[config.mk]
export PLATFORM = sky130hd
export DESIGN_NAME = nac_axi_slave_adapter
export DESIGN_NICKNAME = d
export VERILOG_FILES = /design/src/rtl/nac_axi_slave_adapter.sv
export SDC_FILE = /design/constraint.sdc
export NUM_CORES = 1
export LEC_CHECK = 0
export BUFFER_PORTS_ARGS = -buffer_cell sky130_fd_sc_hd__buf_2
export CAP_MARGIN = 20
export CORE_AREA = 2 2 107 109
export CTS_CLUSTER_SIZE = 20
export DETAILED_ROUTE_END_ITERATION = 12
export DIE_AREA = 0 0 109 111
export PLACE_DENSITY = 0.74
export SLEW_MARGIN = 10
export SYNTH_ARGS = -nofsm -noshare
export SYNTH_HDL_FRONTEND = slang
export SYNTH_SLANG_ARGS = --single-unit
[constraint.sdc]
create_clock -name S_AXI_ACLK -period 2.1 [get_ports S_AXI_ACLK]
set_input_delay 0 -clock S_AXI_ACLK [delete_from_list [all_inputs] [get_ports S_AXI_ACLK]]
set_output_delay 0 -clock S_AXI_ACLK [all_outputs]
set_load 0.05 [all_outputs]
[src/rtl/nac_axi_slave_adapter.sv]
// AXI4 slave adapter: handles one burst at a time and turns it into single-port word-memory accesses.
// Defining NAC_AXI_SLV_ERR_EN adds SLVERR checks on burst type, size, address range and wlast.
module nac_axi_slave_adapter #(
    parameter int unsigned C_S_AXI_ADDR_WIDTH = 40,
    parameter int unsigned C_S_AXI_DATA_WIDTH = 32,
    parameter int unsigned C_MEM_WORDS_LOG2   = 12
) (
    input  logic                            S_AXI_ACLK,
    input  logic                            S_AXI_ARESETN,
    input  logic [C_S_AXI_ADDR_WIDTH-1:0]   s_axi_awaddr,
    input  logic [7:0]                      s_axi_awlen,
    input  logic [2:0]                      s_axi_awsize,
    input  logic [1:0]                      s_axi_awburst,
    input  logic                            s_axi_awvalid,
    output logic                            s_axi_awready,
    input  logic [C_S_AXI_DATA_WIDTH-1:0]   s_axi_wdata,
    input  logic [C_S_AXI_DATA_WIDTH/8-1:0] s_axi_wstrb,
    input  logic                            s_axi_wlast,
    input  logic                            s_axi_wvalid,
    output logic                            s_axi_wready,
    output logic [1:0]                      s_axi_bresp,
    output logic                            s_axi_bvalid,
    input  logic                            s_axi_bready,
    input  logic [C_S_AXI_ADDR_WIDTH-1:0]   s_axi_araddr,
    input  logic [7:0]                      s_axi_arlen,
    input  logic [2:0]                      s_axi_arsize,
    input  logic [1:0]                      s_axi_arburst,
    input  logic                            s_axi_arvalid,
    output logic                            s_axi_arready,
    output logic [C_S_AXI_DATA_WIDTH-1:0]   s_axi_rdata,
    output logic [1:0]                      s_axi_rresp,
    output logic                            s_axi_rlast,
    output logic                            s_axi_rvalid,
    input  logic                            s_axi_rready,
    output logic                            mem_en,
    output logic                            mem_we,
    output logic [C_MEM_WORDS_LOG2-1:0]     mem_addr,
    output logic [C_S_AXI_DATA_WIDTH-1:0]   mem_wdata,
    output logic [C_S_AXI_DATA_WIDTH/8-1:0] mem_wstrb,
    input  logic [C_S_AXI_DATA_WIDTH-1:0]   mem_rdata
);

    localparam int unsigned STRB_W   = C_S_AXI_DATA_WIDTH / 8;
    localparam int unsigned ADDR_LSB = $clog2(STRB_W);
    localparam int unsigned IDX_W    = C_MEM_WORDS_LOG2;

    typedef enum logic [2:0] {
        S_IDLE   = 3'd0,
        S_WDATA  = 3'd1,
        S_WRESP  = 3'd2,
        S_RISSUE = 3'd3,
        S_RWAIT  = 3'd4,
        S_RDATA  = 3'd5
    } state_t;

    state_t                          state;
    state_t                          state_next;
    logic                            running;
    logic [IDX_W-1:0]                idx;
    logic [7:0]                      cnt;
    logic [7:0]                      len;
    logic [C_S_AXI_DATA_WIDTH-1:0]   rdata_q;
    logic                            last_beat;
    logic                            aw_hs;
    logic                            ar_hs;
    logic                            w_hs;
    logic                            r_hs;
    logic                            wr_block;
    logic                            rd_block;
    logic                            unused_inputs;

    assign last_beat   = (cnt == len);
    assign aw_hs       = s_axi_awvalid && s_axi_awready;
    assign ar_hs       = s_axi_arvalid && s_axi_arready;
    assign w_hs        = s_axi_wvalid && s_axi_wready;
    assign r_hs        = s_axi_rvalid && s_axi_rready;
    assign s_axi_rdata = rdata_q;

`ifdef NAC_AXI_SLV_ERR_EN
    logic err;
    logic wlast_bad;

    // Flags a burst the memory cannot serve as a plain full-width INCR inside its range.
    function automatic logic ax_err(input logic [C_S_AXI_ADDR_WIDTH-1:0] addr,
                                    input logic [7:0] blen,
                                    input logic [2:0] size,
                                    input logic [1:0] burst);
        logic [IDX_W+8:0] last_idx;
        last_idx = (IDX_W+9)'(addr[ADDR_LSB +: IDX_W]) + (IDX_W+9)'(blen);
        return (burst != 2'b01) || (size != 3'(ADDR_LSB)) ||
               ((addr >> (ADDR_LSB + IDX_W)) != '0) ||
               (last_idx[IDX_W+8:IDX_W] != '0);
    endfunction

    assign wlast_bad   = (s_axi_wlast != last_beat);
    assign wr_block    = err || wlast_bad;
    assign rd_block    = err;
    assign s_axi_bresp = (s_axi_bvalid && err) ? 2'b10 : 2'b00;
    assign s_axi_rresp = (s_axi_rvalid && err) ? 2'b10 : 2'b00;
    assign unused_inputs = ^{s_axi_awaddr, s_axi_araddr};

    always_ff @(posedge S_AXI_ACLK or negedge S_AXI_ARESETN) begin
        if (!S_AXI_ARESETN) begin
            err <= 1'b0;
        end else if (aw_hs) begin
            err <= ax_err(s_axi_awaddr, s_axi_awlen, s_axi_awsize, s_axi_awburst);
        end else if (ar_hs) begin
            err <= ax_err(s_axi_araddr, s_axi_arlen, s_axi_arsize, s_axi_arburst);
        end else if (w_hs && wlast_bad) begin
            err <= 1'b1;
        end
    end
`else
    assign wr_block    = 1'b0;
    assign rd_block    = 1'b0;
    assign s_axi_bresp = 2'b00;
    assign s_axi_rresp = 2'b00;
    assign unused_inputs = ^{s_axi_awaddr, s_axi_araddr, s_axi_awsize, s_axi_awburst,
                             s_axi_arsize, s_axi_arburst, s_axi_wlast};
`endif

    always_ff @(posedge S_AXI_ACLK or negedge S_AXI_ARESETN) begin
        if (!S_AXI_ARESETN) begin
            state <= S_IDLE;
        end else begin
            state <= state_next;
        end
    end

    // Next state plus the handshake/memory strobes, all decoded from the current state.
    always_comb begin
        state_next    = state;
        s_axi_awready = 1'b0;
        s_axi_arready = 1'b0;
        s_axi_wready  = 1'b0;
        s_axi_bvalid  = 1'b0;
        s_axi_rvalid  = 1'b0;
        s_axi_rlast   = 1'b0;
        mem_en        = 1'b0;
        mem_we        = 1'b0;
        mem_addr      = idx;
        mem_wdata     = '0;
        mem_wstrb     = '0;
        case (state)
            S_IDLE: begin
                // running keeps the slave quiet until the first edge after reset release
                if (running) begin
                    s_axi_awready = 1'b1;
                    s_axi_arready = !s_axi_awvalid;
                    if (s_axi_awvalid) begin
                        state_next = S_WDATA;
                    end else if (s_axi_arvalid) begin
                        state_next = S_RISSUE;
                    end
                end
            end
            S_WDATA: begin
                s_axi_wready = 1'b1;
                if (s_axi_wvalid) begin
                    mem_en    = !wr_block;
                    mem_we    = !wr_block;
                    mem_wdata = s_axi_wdata;
                    mem_wstrb = s_axi_wstrb;
                    if (last_beat) begin
                        state_next = S_WRESP;
                    end
                end
            end
            S_WRESP: begin
                s_axi_bvalid = 1'b1;
                if (s_axi_bready) begin
                    state_next = S_IDLE;
                end
            end
            S_RISSUE: begin
                mem_en     = !rd_block;
                state_next = S_RWAIT;
            end
            S_RWAIT: begin
                state_next = S_RDATA;
            end
            S_RDATA: begin
                s_axi_rvalid = 1'b1;
                s_axi_rlast  = last_beat;
                if (s_axi_rready) begin
                    state_next = last_beat ? S_IDLE : S_RISSUE;
                end
            end
            default: begin
                state_next = S_IDLE;
            end
        endcase
    end

    // Burst bookkeeping and the read data holding register.
    always_ff @(posedge S_AXI_ACLK or negedge S_AXI_ARESETN) begin
        if (!S_AXI_ARESETN) begin
            running <= 1'b0;
            idx     <= '0;
            cnt     <= '0;
            len     <= '0;
            rdata_q <= '0;
        end else begin
            running <= 1'b1;
            if (aw_hs) begin
                idx <= s_axi_awaddr[ADDR_LSB +: IDX_W];
                len <= s_axi_awlen;
                cnt <= '0;
            end else if (ar_hs) begin
                idx <= s_axi_araddr[ADDR_LSB +: IDX_W];
                len <= s_axi_arlen;
                cnt <= '0;
            end else if (w_hs || (r_hs && !last_beat)) begin
                idx <= idx + 1'b1;
                cnt <= cnt + 8'd1;
            end
            if (state == S_RWAIT) begin
                rdata_q <= rd_block ? '0 : mem_rdata;
            end
        end
    end

endmodule

==> PnR_summary.wiki, run 1 <==
{| class="wikitable"
! Metric !! Value
|-
| Result of the run || completed
|-
| Top cells by area in the synthesized netlist || sky130_fd_sc_hd__dfrtp_1 (43%), sky130_fd_sc_hd__mux2_2 (12%), sky130_fd_sc_hd__and3_1 (7.4%), sky130_fd_sc_hd__nand2_1 (3.2%), sky130_fd_sc_hd__xnor2_1 (3.1%)
|-
| Family with the most delay on the worst path || simple AND/OR/NAND/NOR gates
|-
| Sink count of the clock tree || 64
|-
| Skew-Pair Late Insertion Delay || 0.33 ns
|-
| Floorplan Core Area || 11100 µm²
|-
| Floorplan row count || 39
|-
| Count of endpoints failing setup in the final report || 0
|-
| Worst vdd rail ir drop || 1120 µV
|-
| Headroom to the max-slew limit || 59.8%
|-
| Nature of the critical path endpoint || register
|-
| HPWL reported at the end of detailed placement || 8170 µm
|-
| Routability cong. || 0.871
|-
| Cell area after technology mapping || 3730 µm²
|-
| TritonCTS clock tree || yes
|-
| Crit path launch type || register
|-
| Placement-stage cell area || 4930 µm²
|-
| Clock network fraction of total power || 15.4%
|-
| Nets || 821
|-
| Via count of the first global-routing pass || 3979
|-
| Clock slew at the register clock pins of the worst setup and hold paths || 0.06 ns
|-
| Cell Chain, Critical Path || or4b_4 -> clkinv_4 -> nand2_2 -> o211ai_1 -> a31oi_1 -> a211o_1
|-
| Total Die Area || 12100 µm²
|-
| Share of power burned in registers || 25.7%
|-
| Slowest cell on the critical path || sky130_fd_sc_hd__or4b_4
|-
| Min-delay worst type || in2reg
|-
| Vias per std cell || 5.09
|-
| Fraction of post-synthesis cell area in the top cell type by area || 43.0%
|-
| H-tree depth reported by CTS || 3
|-
| PwrDens || 1500 nW/µm²
|-
| Number of routed nets with antenna violations || 0
|-
| Cell Count Post-Placement || 719
|-
| Share of post-route cells with drive strength above 1 || 44.6%
|-
| Critical Path AT || 2.22 ns
|-
| Number of buffer and inverter instances along the worst setup path || 1
|-
| Ant. Diodes || 0
|-
| Final Routed Wirelength || 12200 µm
|-
| Proportion of synthesized flip-flops having asynchronous set or reset || 100%
|-
| Worst slew pin tran || 0.603 ns
|-
| Design area || 5690 µm²
|-
| Post-synthesis sequential element count || 64
|-
| DRT iter0 DRCs || 235
|-
| Worst path max stage delay || 0.58 ns
|-
| Wire length of the first global-routing pass || 19600 µm
|-
| Static leakage power || 2.87 nW
|-
| Total I/O pin count || 274
|-
| Mean post-synth cell area || 9.71 µm²
|-
| Pin count of the biggest net entering global routing || 40
|-
| Final standard cell count with taps included and fillers excluded || 784
|-
| Clock tree buffer depth || 2
|-
| Int Power || 4.17 mW
|-
| Maximum clock skew at final layout || 0.00955 ns
|-
| Initial cell density of the core || 33.7%
|-
| Slew Limit Fails || 0
|-
| Post-synthesis cell type with the largest combined area || sky130_fd_sc_hd__dfrtp_1
|-
| Layout area overhead || 52.6%
|-
| Fin. Hold Viols || 0
|-
| Number of antenna violations at the first check in global routing || 0
|-
| Die Y-Extent || 111 µm
|-
| Comb power frac || 58.9%
|-
| Total net switching power || 4.39 mW
|-
| Number of distinct library cells after synthesis || 49
|-
| Data required time at the worst endpoint || 2.31 ns
|-
| Crit share post-route || 95.5%
|-
| Detail-routed net length per standard cell || 15.5 µm
|-
| Primary FF master, synth || sky130_fd_sc_hd__dfrtp_1
|-
| CTS root buffer || sky130_fd_sc_hd__clkbuf_16
|-
| Switching fraction of total power || 51.3%
|-
| Critical path fanouts, max || 13
|-
| Via count || 3989
|-
| MaxCap Viol Count || 0
|-
| Leftover overflow at the end of global routing || 0
|-
| Clock buffers created by TritonCTS || 9
|-
| Min Clock Period, post-route || 2.01 ns
|-
| Max Fclk || 498 MHz
|-
| Kind of critical path || reg2reg
|-
| Tot GR Track Use || 20.3%
|-
| Hold Path Cell Cnt || 4
|-
| R2r worst-path depth || 6
|-
| Setup TNS || 0 ns
|-
| Sequential-to-total area share from yosys stat || 43.0%
|-
| Port buffer count || 202
|-
| Post-synth EDFFs || 0
|-
| Synthesis warning total || 0
|-
| Horizontal die dimension || 109 µm
|-
| Worst path depth || 6
|-
| Post-Synthesis Cells || 384
|-
| RSZ-0062 raised after global routing || false
|-
| Post-detailed-route DRC marker count || 0
|-
| DR pass1 iterations || 5
|}
[cells in the final DEF (no fill, tap or decap), types with 9 or more instances in the layout]
cell                            instances
sky130_fd_sc_hd__a31oi_1               12
sky130_fd_sc_hd__and3_1                44
sky130_fd_sc_hd__buf_2                202
sky130_fd_sc_hd__buf_4                 16
sky130_fd_sc_hd__clkbuf_16              9
sky130_fd_sc_hd__dfrtp_1               64
sky130_fd_sc_hd__dlygate4sd3_1         50
sky130_fd_sc_hd__mux2_2                40
sky130_fd_sc_hd__nand2_1               32
sky130_fd_sc_hd__nand3_1               17
sky130_fd_sc_hd__nor2_1                23
sky130_fd_sc_hd__o21ai_0               11
sky130_fd_sc_hd__xnor2_1               13
[final cells by class]
type	count	area (µm²)
Clock buffer	11	233
Clock inverter	4	22.5
Fill cell	999	5390
Inverter	9	38.8
Multi-Input combinational cell	282	1920
Sequential cell	64	1600
Tap cell	143	179
Timing Repair Buffer	271	1690
[metal layers]
metal	wire, µm	GRT usage [%]	vias to the layer above	part of all wire, %
met3	801	5.47	29	6.6
met2	6070	33.4	169	50
met4	252	6.75	0	2.1
li1	-	-	1886	-
met5	0	0	-	0
met1	5050	25.6	1905	41
[flip-flops by register name, summed over array words and instances (netlist names)]
register / count
s_axi_rdata: 32
running: 1
state: 3
cnt: 8
mem_addr: 12
len: 8
[cell usage after synthesis, drive strengths merged, types with 8 or more instances]
master  instances
inv             8
nand3          18
dfrtp          64
xnor2          13
and3           44
nand2          34
a21oi           8
clkbuf         15
nor2           23
buf            17
o21ai          12
mux2           40
a31oi          12
[tightest hold or removal path, stage by stage]
cell	delay (ns)
sky130_fd_sc_hd__buf_2	0.07
sky130_fd_sc_hd__nand3_1	0.07
sky130_fd_sc_hd__nand2_1	0.06
sky130_fd_sc_hd__mux2_2	0.13
[cells by family after synthesis]
logic type               after synthesis  share of synthesized area [%]
multiplexers                          43                           12.9
AND/OR/NAND/NOR                      153                           22.0
other                                  2                          0.201
buffers and inverters                 41                           6.01
flip-flops                            64                           43.0
XOR/XNOR                              13                           3.05
adder cells (fa/ha/maj)                2                          0.671
AO/OA/AOI/OAI                         66                           12.2
[repair_timing]
| action | in CTS | in global routing |
|---|---|---|
| gates resized for setup | 0 | 0 |
| hold buffers | 50 | 0 |
| setup buffers | 0 | 0 |
| setup endpoints to repair | 0 | 0 |
| hold endpoints to repair | 67 | 0 |
[worst paths after layout]
kind	start	end	slack, ns
worst max register to register	state[1]	mem_addr[11]	0.09
max in group asynchronous	S_AXI_ARESETN	running	1.22
worst max-delay path	state[1]	mem_addr[11]	0.09
min in group asynchronous	S_AXI_ARESETN	s_axi_rdata[21]	0.25
worst min register to register	s_axi_rdata[28]	s_axi_rdata[28]	0.50
worst min-delay path	s_axi_awaddr[4]	mem_addr[2]	0.04
[metrics by stage]
step | worst slack [ns] | utilization (%) | hold WS (ns) | power (mW)
finish | 0.0938 | 51.4 | 0.0406 | 8.56
global route | 0.0184 | 51.4 | 0.0397 | 9.01
CTS | 0.0950 | 51.4 | 0.0308 | 8.57
detailed placement | 0.127 | 44.5 | 0.0398 | 7.13
global placement | 0.142 | 44.5 | 0.0323 | 7.03
floorplan | 0.0146 | - | -0.296 | 5.96
[power groups by stage]
stage	registers (mW)	clock network (mW)	logic (mW)
2_1_floorplan	3.60	0	2.36
3_3_place_gp	2.17	0	4.86
3_5_place_dp	2.19	0	4.93
4_1_cts	2.18	1.36	5.02
5_1_grt	2.27	1.42	5.32
6_report	2.20	1.32	5.04
Power figures use the tool's default switching activity.
==> inputs of run 2 (changes only) <==
==> constraint.sdc (replaced) <==
create_clock -name S_AXI_ACLK -period 1.8 [get_ports S_AXI_ACLK]
set_input_delay 0 -clock S_AXI_ACLK [delete_from_list [all_inputs] [get_ports S_AXI_ACLK]]
set_output_delay 0 -clock S_AXI_ACLK [all_outputs]
set_load 0.05 [all_outputs]
==> run 2 against run 1 <==
Against the previous run:
- the flow now finishes with violations (setup timing)
- flip-flop and latch count unchanged
- critical path depth unchanged
- non-clock buffer count increased by 27
- core utilization increased by 5.3 points
- first-iteration DRC count decreased by 20%
- global-route usage about the same
- via count increased by 4.2%
- combinational power increased by 33%
- clock skew about the same
- die area unchanged
- wire length increased by 7.4%
- register-to-register slack got worse by 0.17 ns
- highest routed layer unchanged
==> PnR_summary.wiki, run 2 (same netlist as run 1, synthesis figures left out) <==
{| class="wikitable"
! Metric !! Value
|-
| Initial cell density of the core || 33.7% (unchanged)
|-
| Floorplan Core Area || 11100 µm² (unchanged)
|-
| Cell Count Post-Placement || 740 (was 719)
|-
| Maximum clock skew at final layout || 0.00925 ns (was 0.00955 ns)
|-
| Via count of the first global-routing pass || 4079 (was 3979)
|-
| Clock buffers created by TritonCTS || 9 (unchanged)
|-
| TritonCTS clock tree || yes (unchanged)
|-
| Number of routed nets with antenna violations || 0 (unchanged)
|-
| Fin. Hold Viols || 0 (unchanged)
|-
| Number of buffer and inverter instances along the worst setup path || 1 (unchanged)
|-
| Pin count of the biggest net entering global routing || 40 (unchanged)
|-
| DRT iter0 DRCs || 187 (was 235)
|-
| Slowest cell on the critical path || sky130_fd_sc_hd__or4b_4 (unchanged)
|-
| Max Fclk || 534 MHz (was 498 MHz)
|-
| Nature of the critical path endpoint || register (unchanged)
|-
| Violations in the final reports || setup timing
|-
| Layout area overhead || 68.3% (was 52.6%)
|-
| CTS root buffer || sky130_fd_sc_hd__clkbuf_16 (unchanged)
|-
| Via count || 4158 (was 3989)
|-
| Nets || 850 (was 821)
|-
| RSZ-0062 raised after global routing || true (was false)
|-
| Min-delay worst type || in2reg (unchanged)
|-
| Worst slew pin tran || 0.558 ns (was 0.603 ns)
|-
| Final total power || 10.9 mW (was 8.56 mW)
|-
| GR met1 Demand/Resource || 24.9% (was 25.6%)
|-
| Clock tree buffer depth || 2 (unchanged)
|-
| Slew Limit Fails || 0 (unchanged)
|-
| R2r worst-path depth || 6 (unchanged)
|-
| Fill count || 923 (was 999)
|-
| Min Clock Period, post-route || 1.87 ns (was 2.01 ns)
|-
| Data required time at the worst endpoint || 2.00 ns (was 2.31 ns)
|-
| Headroom to the max-slew limit || 61.8% (was 59.8%)
|-
| Largest register FFs || 32 (unchanged)
|-
| Horizontal die dimension || 109 µm (unchanged)
|-
| Most common library cell in the layout ignoring fill and taps || sky130_fd_sc_hd__buf_2 (unchanged)
|-
| Final standard cell count with taps included and fillers excluded || 813 (was 784)
|-
| Share of post-route cells with drive strength above 1 || 51.0% (was 44.6%)
|-
| Crit path launch type || register (unchanged)
|-
| Total I/O pin count || 274 (unchanged)
|-
| Crit share post-route || 104% (was 95.5%)
|-
| Floorplan row count || 39 (unchanged)
|-
| Count of endpoints failing setup in the final report || 31 (was 0)
|-
| Kind of critical path || reg2reg (unchanged)
|-
| Wire length of the first global-routing pass || 19500 µm (was 19600 µm)
|-
| Hold Path Cell Cnt || 4 (unchanged)
|-
| Family with the most delay on the worst path || compound AO/OA/AOI/OAI gates (was simple AND/OR/NAND/NOR gates)
|-
| Skew-Pair Late Insertion Delay || 0.32 ns (was 0.33 ns)
|-
| Worst path max stage delay || 0.57 ns (was 0.58 ns)
|-
| Routability cong. || 0.873 (was 0.871)
|-
| Critical Path Sink || mem_addr[8] (was mem_addr[11])
|-
| Critical path fanouts, max || 5 (was 13)
|-
| Highest-utilization routing layer at the global route stage || met2 (unchanged)
|-
| Die Y-Extent || 111 µm (unchanged)
|-
| Ant. Diodes || 0 (unchanged)
|-
| Met3 Use GR || 3.88% (was 5.47%)
|-
| Total Die Area || 12100 µm² (unchanged)
|-
| Worst flop-to-flop path startpoint || state[2] (was state[1])
|-
| R2R Path End || mem_addr[8] (was mem_addr[11])
|-
| Setup TNS || -0.775 ns (was 0 ns)
|-
| PwrDens || 1730 nW/µm² (was 1500 nW/µm²)
|-
| DR pass1 iterations || 4 (was 5)
|-
| Leftover overflow at the end of global routing || 0 (unchanged)
|-
| Result of the run || complete, but fails checks (was completed)
|-
| Register-to-register path setup slack || -0.07 ns (was 0.09 ns)
|-
| MaxCap Viol Count || 0 (unchanged)
|-
| Crit. Startpoint || state[2] (was state[1])
|-
| Post-detailed-route DRC marker count || 0 (unchanged)
|-
| Sink count of the clock tree || 64 (unchanged)
|-
| Clock slew at the register clock pins of the worst setup and hold paths || 0.06 ns (about the same)
|-
| Worst path depth || 6 (unchanged)
|-
| H-tree depth reported by CTS || 3 (unchanged)
|-
| Leading cell types in the layout, fill and taps excluded || sky130_fd_sc_hd__buf_2 (163), sky130_fd_sc_hd__dfrtp_1 (62), sky130_fd_sc_hd__buf_4 (56), sky130_fd_sc_hd__dlygate4sd3_1 (50), sky130_fd_sc_hd__mux2_2 (34) (was sky130_fd_sc_hd__buf_2 (202), sky130_fd_sc_hd__dfrtp_1 (64), sky130_fd_sc_hd__dlygate4sd3_1 (50), sky130_fd_sc_hd__and3_1 (44), sky130_fd_sc_hd__mux2_2 (40))
|-
| Number of antenna violations at the first check in global routing || 0 (unchanged)
|-
| Cell Chain, Critical Path || or4b_4 -> buf_6 -> a21oi_1 -> a31oi_1 -> o21a_1 -> a211o_1 (was or4b_4 -> clkinv_4 -> nand2_2 -> o211ai_1 -> a31oi_1 -> a211o_1)
|-
| HPWL reported at the end of detailed placement || 8540 µm (was 8170 µm)
|-
| Worst vdd rail ir drop || 1370 µV (was 1120 µV)
|-
| Static leakage power || 3.06 nW (was 2.87 nW)
|-
| Critical Path AT || 2.07 ns (was 2.22 ns)
|-
| Port buffer count || 202 (unchanged)
|-
| Vias per std cell || 5.11 (was 5.09)
|-
| Detail-routed net length per standard cell || 16.1 µm (was 15.5 µm)
|-
| Met2 usage in global routing || 34.2% (was 33.4%)
|-
| Post-route setup slack || -0.0743 ns (was 0.0938 ns)
|-
| Final Routed Wirelength || 13100 µm (was 12200 µm)
|-
| Tot GR Track Use || 20.4% (was 20.3%)
|}
run 2: where the power goes:
| group | internal [mW] | switching, mW |
|---|---|---|
| combinational | 2.37 | 4.32 |
| clock | 1.10 | 0.575 |
| sequential | 2.09 | 0.419 |
run 2: routing by layer:
metal	vias to the layer above	part of all wire, %
met4	0	2.8
met3	31	5.0
met5	-	0
met2	176	51
li1	1947	-
met1	2004	41
run 2: worst min-delay path, stage by stage:
cell	delay [ns]
sky130_fd_sc_hd__buf_2	0.08
sky130_fd_sc_hd__nand3_1	0.07
sky130_fd_sc_hd__nand2_1	0.06
sky130_fd_sc_hd__mux2_4	0.13
run 2: worst min path at each step:
stage          slack [ns]     endpoint             from
2_1_floorplan       -0.30       cnt[0]    S_AXI_ARESETN
3_3_place_gp        0.005      running    S_AXI_ARESETN
3_5_place_dp         0.01  mem_addr[6]    S_AXI_ARESETN
4_1_cts              0.02  mem_addr[2]  s_axi_awaddr[4]
5_1_grt              0.05  mem_addr[2]  s_axi_awaddr[4]
6_report             0.03  mem_addr[2]  s_axi_awaddr[4]
run 2: what timing repair did:
item | CTS | global route
gates resized for setup | 44 | 44
hold buffers | 50 | 0
endpoints found under the setup margin | 57 | 68
setup buffers | 1 | 3
gates cloned | 1 | 3
pin swaps | 3 | 9
endpoints found under the hold margin | 60 | 0
run 2: layout make-up:
cell class	instances	area, µm²	area share [%]
clock buffers	14	254	4.05
multi-input cells	284	2080	33.2
repair buffers	298	2090	33.2
clock inverters	1	30.0	0.478
inverters	9	42.5	0.678
flip-flops and latches	64	1600	25.6
well taps	143	179	2.85
run 2: per-stage QoR:
stage | setup slack [ns] | hold slack [ns] | utilization, % | area [µm²]
2_1_floorplan | -0.190 | -0.296 | - | 3840
5_1_grt | -0.162 | 0.0467 | 56.7 | 6280
4_1_cts | -0.0645 | 0.0225 | 54.9 | 6080
6_report | -0.0743 | 0.0323 | 56.7 | 6280
3_5_place_dp | -0.120 | 0.0136 | 46.6 | 5160
3_3_place_gp | -0.0722 | 0.00541 | 46.6 | 5160
==> inputs of run 3 (changes only) <==
--- a/config.mk
+++ b/config.mk
@@ -7,11 +7,13 @@
 export LEC_CHECK = 0
 export BUFFER_PORTS_ARGS = -buffer_cell sky130_fd_sc_hd__buf_2
 export CAP_MARGIN = 20
-export CORE_AREA = 2 2 107 109
+export CELL_PAD_IN_SITES_DETAIL_PLACEMENT = 1
+export CELL_PAD_IN_SITES_GLOBAL_PLACEMENT = 2
+export CORE_AREA = 2 2 144 146
 export CTS_CLUSTER_SIZE = 20
 export DETAILED_ROUTE_END_ITERATION = 12
-export DIE_AREA = 0 0 109 111
-export PLACE_DENSITY = 0.74
+export DIE_AREA = 0 0 146 148
+export PLACE_DENSITY = 0.76
 export SLEW_MARGIN = 10
 export SYNTH_ARGS = -nofsm -noshare
 export SYNTH_HDL_FRONTEND = slang
==> run 3 against run 2 <==
Against the previous run:
- the flow still finishes with violations (setup timing)
- clock power grew 10%
- die area up 79%
- global-route usage fell by 6.5 points
- setup slack got worse by 0.058 ns
- sequential share of layout area down 2.4 points
- via count is 0.43% higher
- final area grew 10%
==> PnR_summary.wiki, run 3 (same netlist as run 1, synthesis figures left out) <==
{| class="wikitable"
! Metric !! Value
|-
| Vias per std cell || 4.37 (was 5.11)
|-
| Floorplan Core Area || 20000 µm² (was 11100 µm²)
|-
| Crit share post-route || 107% (was 104%)
|-
| Headroom to the max-slew limit || 58.8% (was 61.8%)
|-
| Post-route setup slack || -0.132 ns (was -0.0743 ns)
|-
| Most common library cell in the layout ignoring fill and taps || sky130_fd_sc_hd__buf_2 (unchanged)
|-
| Data required time at the worst endpoint || 2.02 ns (was 2.00 ns)
|-
| Floorplan row count || 52 (was 39)
|-
| Detail-routed net length per standard cell || 16.6 µm (was 16.1 µm)
|-
| Cell Chain, Critical Path || or4b_4 -> buf_6 -> nor3_2 -> a21oi_1 -> mux2_4 -> o32a_1 (was or4b_4 -> buf_6 -> a21oi_1 -> a31oi_1 -> o21a_1 -> a211o_1)
|-
| Share of post-route cells with drive strength above 1 || 55.8% (was 51.0%)
|-
| Placement-stage cell area || 5380 µm² (was 5160 µm²)
|-
| Fin. Hold Viols || 0 (unchanged)
|-
| CTS root buffer || sky130_fd_sc_hd__clkbuf_16 (unchanged)
|-
| Nature of the critical path endpoint || register (unchanged)
|-
| Via count || 4176 (was 4158)
|-
| DRT iter0 DRCs || 109 (was 187)
|-
| RSZ-0062 raised after global routing || true (unchanged)
|-
| Number of routed nets with antenna violations || 0 (unchanged)
|-
| MaxCap Viol Count || 0 (unchanged)
|-
| Worst path max stage delay || 0.60 ns (was 0.57 ns)
|-
| Design area || 6930 µm² (was 6280 µm²)
|-
| Slowest cell on the critical path || sky130_fd_sc_hd__or4b_4 (unchanged)
|-
| Number of buffer and inverter instances along the worst setup path || 1 (unchanged)
|-
| Skew-Pair Late Insertion Delay || 0.34 ns (was 0.32 ns)
|-
| Min-delay worst type || in2reg (unchanged)
|-
| Min Clock Period, post-route || 1.93 ns (was 1.87 ns)
|-
| Wire length of the first global-routing pass || 23900 µm (was 19500 µm)
|-
| Leftover overflow at the end of global routing || 0 (unchanged)
|-
| HPWL reported at the end of detailed placement || 10400 µm (was 8540 µm)
|-
| Port buffer count || 202 (unchanged)
|-
| Max Fclk || 518 MHz (was 534 MHz)
|-
| Result of the run || complete, but fails checks (unchanged)
|-
| Clock buffers created by TritonCTS || 9 (unchanged)
|-
| Fill count || 2324 (was 923)
|-
| Final Routed Wirelength || 15800 µm (was 13100 µm)
|-
| Largest register FFs || 32 (unchanged)
|-
| Number of antenna violations at the first check in global routing || 0 (unchanged)
|-
| Nets || 865 (was 850)
|-
| PwrDens || 1690 nW/µm² (was 1730 nW/µm²)
|-
| Critical path fanouts, max || 7 (was 5)
|-
| Maximum clock skew at final layout || 0.00510 ns (was 0.00925 ns)
|-
| Routability cong. || 0.789 (was 0.873)
|-
| Total Die Area || 21600 µm² (was 12100 µm²)
|-
| Tot GR Track Use || 13.8% (was 20.4%)
|-
| Static leakage power || 3.24 nW (was 3.06 nW)
|-
| Die Y-Extent || 148 µm (was 111 µm)
|-
| Ant. Diodes || 0 (unchanged)
|-
| Worst vdd rail ir drop || 619 µV (was 1370 µV)
|-
| Initial cell density of the core || 18.6% (was 33.7%)
|-
| Violations in the final reports || setup timing (unchanged)
|-
| Sink count of the clock tree || 64 (unchanged)
|-
| Post-detailed-route DRC marker count || 0 (unchanged)
|-
| H-tree depth reported by CTS || 3 (unchanged)
|-
| Final total power || 11.7 mW (was 10.9 mW)
|-
| DR pass1 iterations || 4 (unchanged)
|-
| Layout area overhead || 85.8% (was 68.3%)
|-
| Pin count of the biggest net entering global routing || 40 (unchanged)
|-
| Crit path launch type || register (unchanged)
|-
| Via count of the first global-routing pass || 4420 (was 4079)
|-
| Setup TNS || -1.71 ns (was -0.775 ns)
|-
| Critical Path AT || 2.16 ns (was 2.07 ns)
|-
| Final core occ || 34.6% (was 56.7%)
|-
| Count of endpoints failing setup in the final report || 53 (was 31)
|-
| TritonCTS clock tree || yes (unchanged)
|-
| Family with the most delay on the worst path || simple AND/OR/NAND/NOR gates (was compound AO/OA/AOI/OAI gates)
|-
| Kind of critical path || reg2reg (unchanged)
|-
| Clock slew at the register clock pins of the worst setup and hold paths || 0.06 ns (about the same)
|-
| Leading cell types in the layout, fill and taps excluded || sky130_fd_sc_hd__buf_2 (162), sky130_fd_sc_hd__dfrtp_1 (62), sky130_fd_sc_hd__dlygate4sd3_1 (50), sky130_fd_sc_hd__buf_4 (47), sky130_fd_sc_hd__mux2_2 (33) (was sky130_fd_sc_hd__buf_2 (163), sky130_fd_sc_hd__dfrtp_1 (62), sky130_fd_sc_hd__buf_4 (56), sky130_fd_sc_hd__dlygate4sd3_1 (50), sky130_fd_sc_hd__mux2_2 (34))
|-
| Horizontal die dimension || 146 µm (was 109 µm)
|-
| Total I/O pin count || 274 (unchanged)
|-
| Worst slew pin tran || 0.618 ns (was 0.558 ns)
|-
| Clock tree buffer depth || 2 (unchanged)
|-
| Slew Limit Fails || 0 (unchanged)
|}
run 3: changes by cell type in the layout (fill, tap and decap cells not counted), sizes merged:
cell,change
inv,+1
clkbuf,-7
clkinv,+3
o21ai,-1
buf,+19
bufinv,+1
run 3: metal layers:
layer / track usage [%] / wire (µm) / up-vias
li1: - / - / 1979
met1: 17.3 / 6740 / 2052
met2: 23.9 / 8130 / 123
met3: 3.52 / 700 / 22
met4: 3.45 / 259 / 0
met5: 0 / 0 / -
run 3: worst paths after layout:
path	slack (ns)	endpoint	from	depth (start not counted)
max	-0.13	mem_addr[5]	state[1]	6
min	0.02	mem_addr[2]	s_axi_awaddr[4]	4
max reg2reg	-0.13	mem_addr[5]	state[1]	6
min reg2reg	0.50	s_axi_rdata[15]	s_axi_rdata[15]	1
max in group asynchronous	0.95	mem_addr[8]	S_AXI_ARESETN	3
min in group asynchronous	0.25	len[2]	S_AXI_ARESETN	2
run 3: stage by stage:
stage          setup slack, ns  cells  hold slack (ns)
4_1_cts                -0.0659    948          0.00801
3_3_place_gp           -0.0801    875           0.0487
6_report                -0.132    956           0.0177
2_1_floorplan           -0.190    387           -0.296
5_1_grt                 -0.178    956           0.0472
3_5_place_dp            -0.102    875           0.0533
run 3: report_power, final:
| part | internal [mW] | switching [mW] |
|---|---|---|
| sequential | 2.09 | 0.403 |
| combinational | 2.79 | 4.57 |
| clock | 1.21 | 0.647 |
| total | 6.08 | 5.62 |
run 3: layout make-up:
cell class	instances	area, µm²	share of cell area [%]
clock inverter	6	83.8	1.21
sequential	64	1600	23.2
multi-input combinational	283	2220	32.0
tap	270	338	4.88
inverter	9	45.0	0.650
clock buffer	10	229	3.31
timing repair buffer	314	2410	34.8
run 3: worst min-delay path, stage by stage:
cell and delay, ns:
sky130_fd_sc_hd__buf_2 0.08, sky130_fd_sc_hd__nand3_1 0.07, sky130_fd_sc_hd__nand2_1 0.06, sky130_fd_sc_hd__mux2_4 0.12
run 3: what timing repair did:
item,4_1_cts,5_1_grt
setup buffers,5,7
gates resized for setup,66,109
pin swaps,8,24
gates cloned,2,3
endpoints found under the hold margin,65,0
endpoints found under the setup margin,58,68
hold buffers,50,0
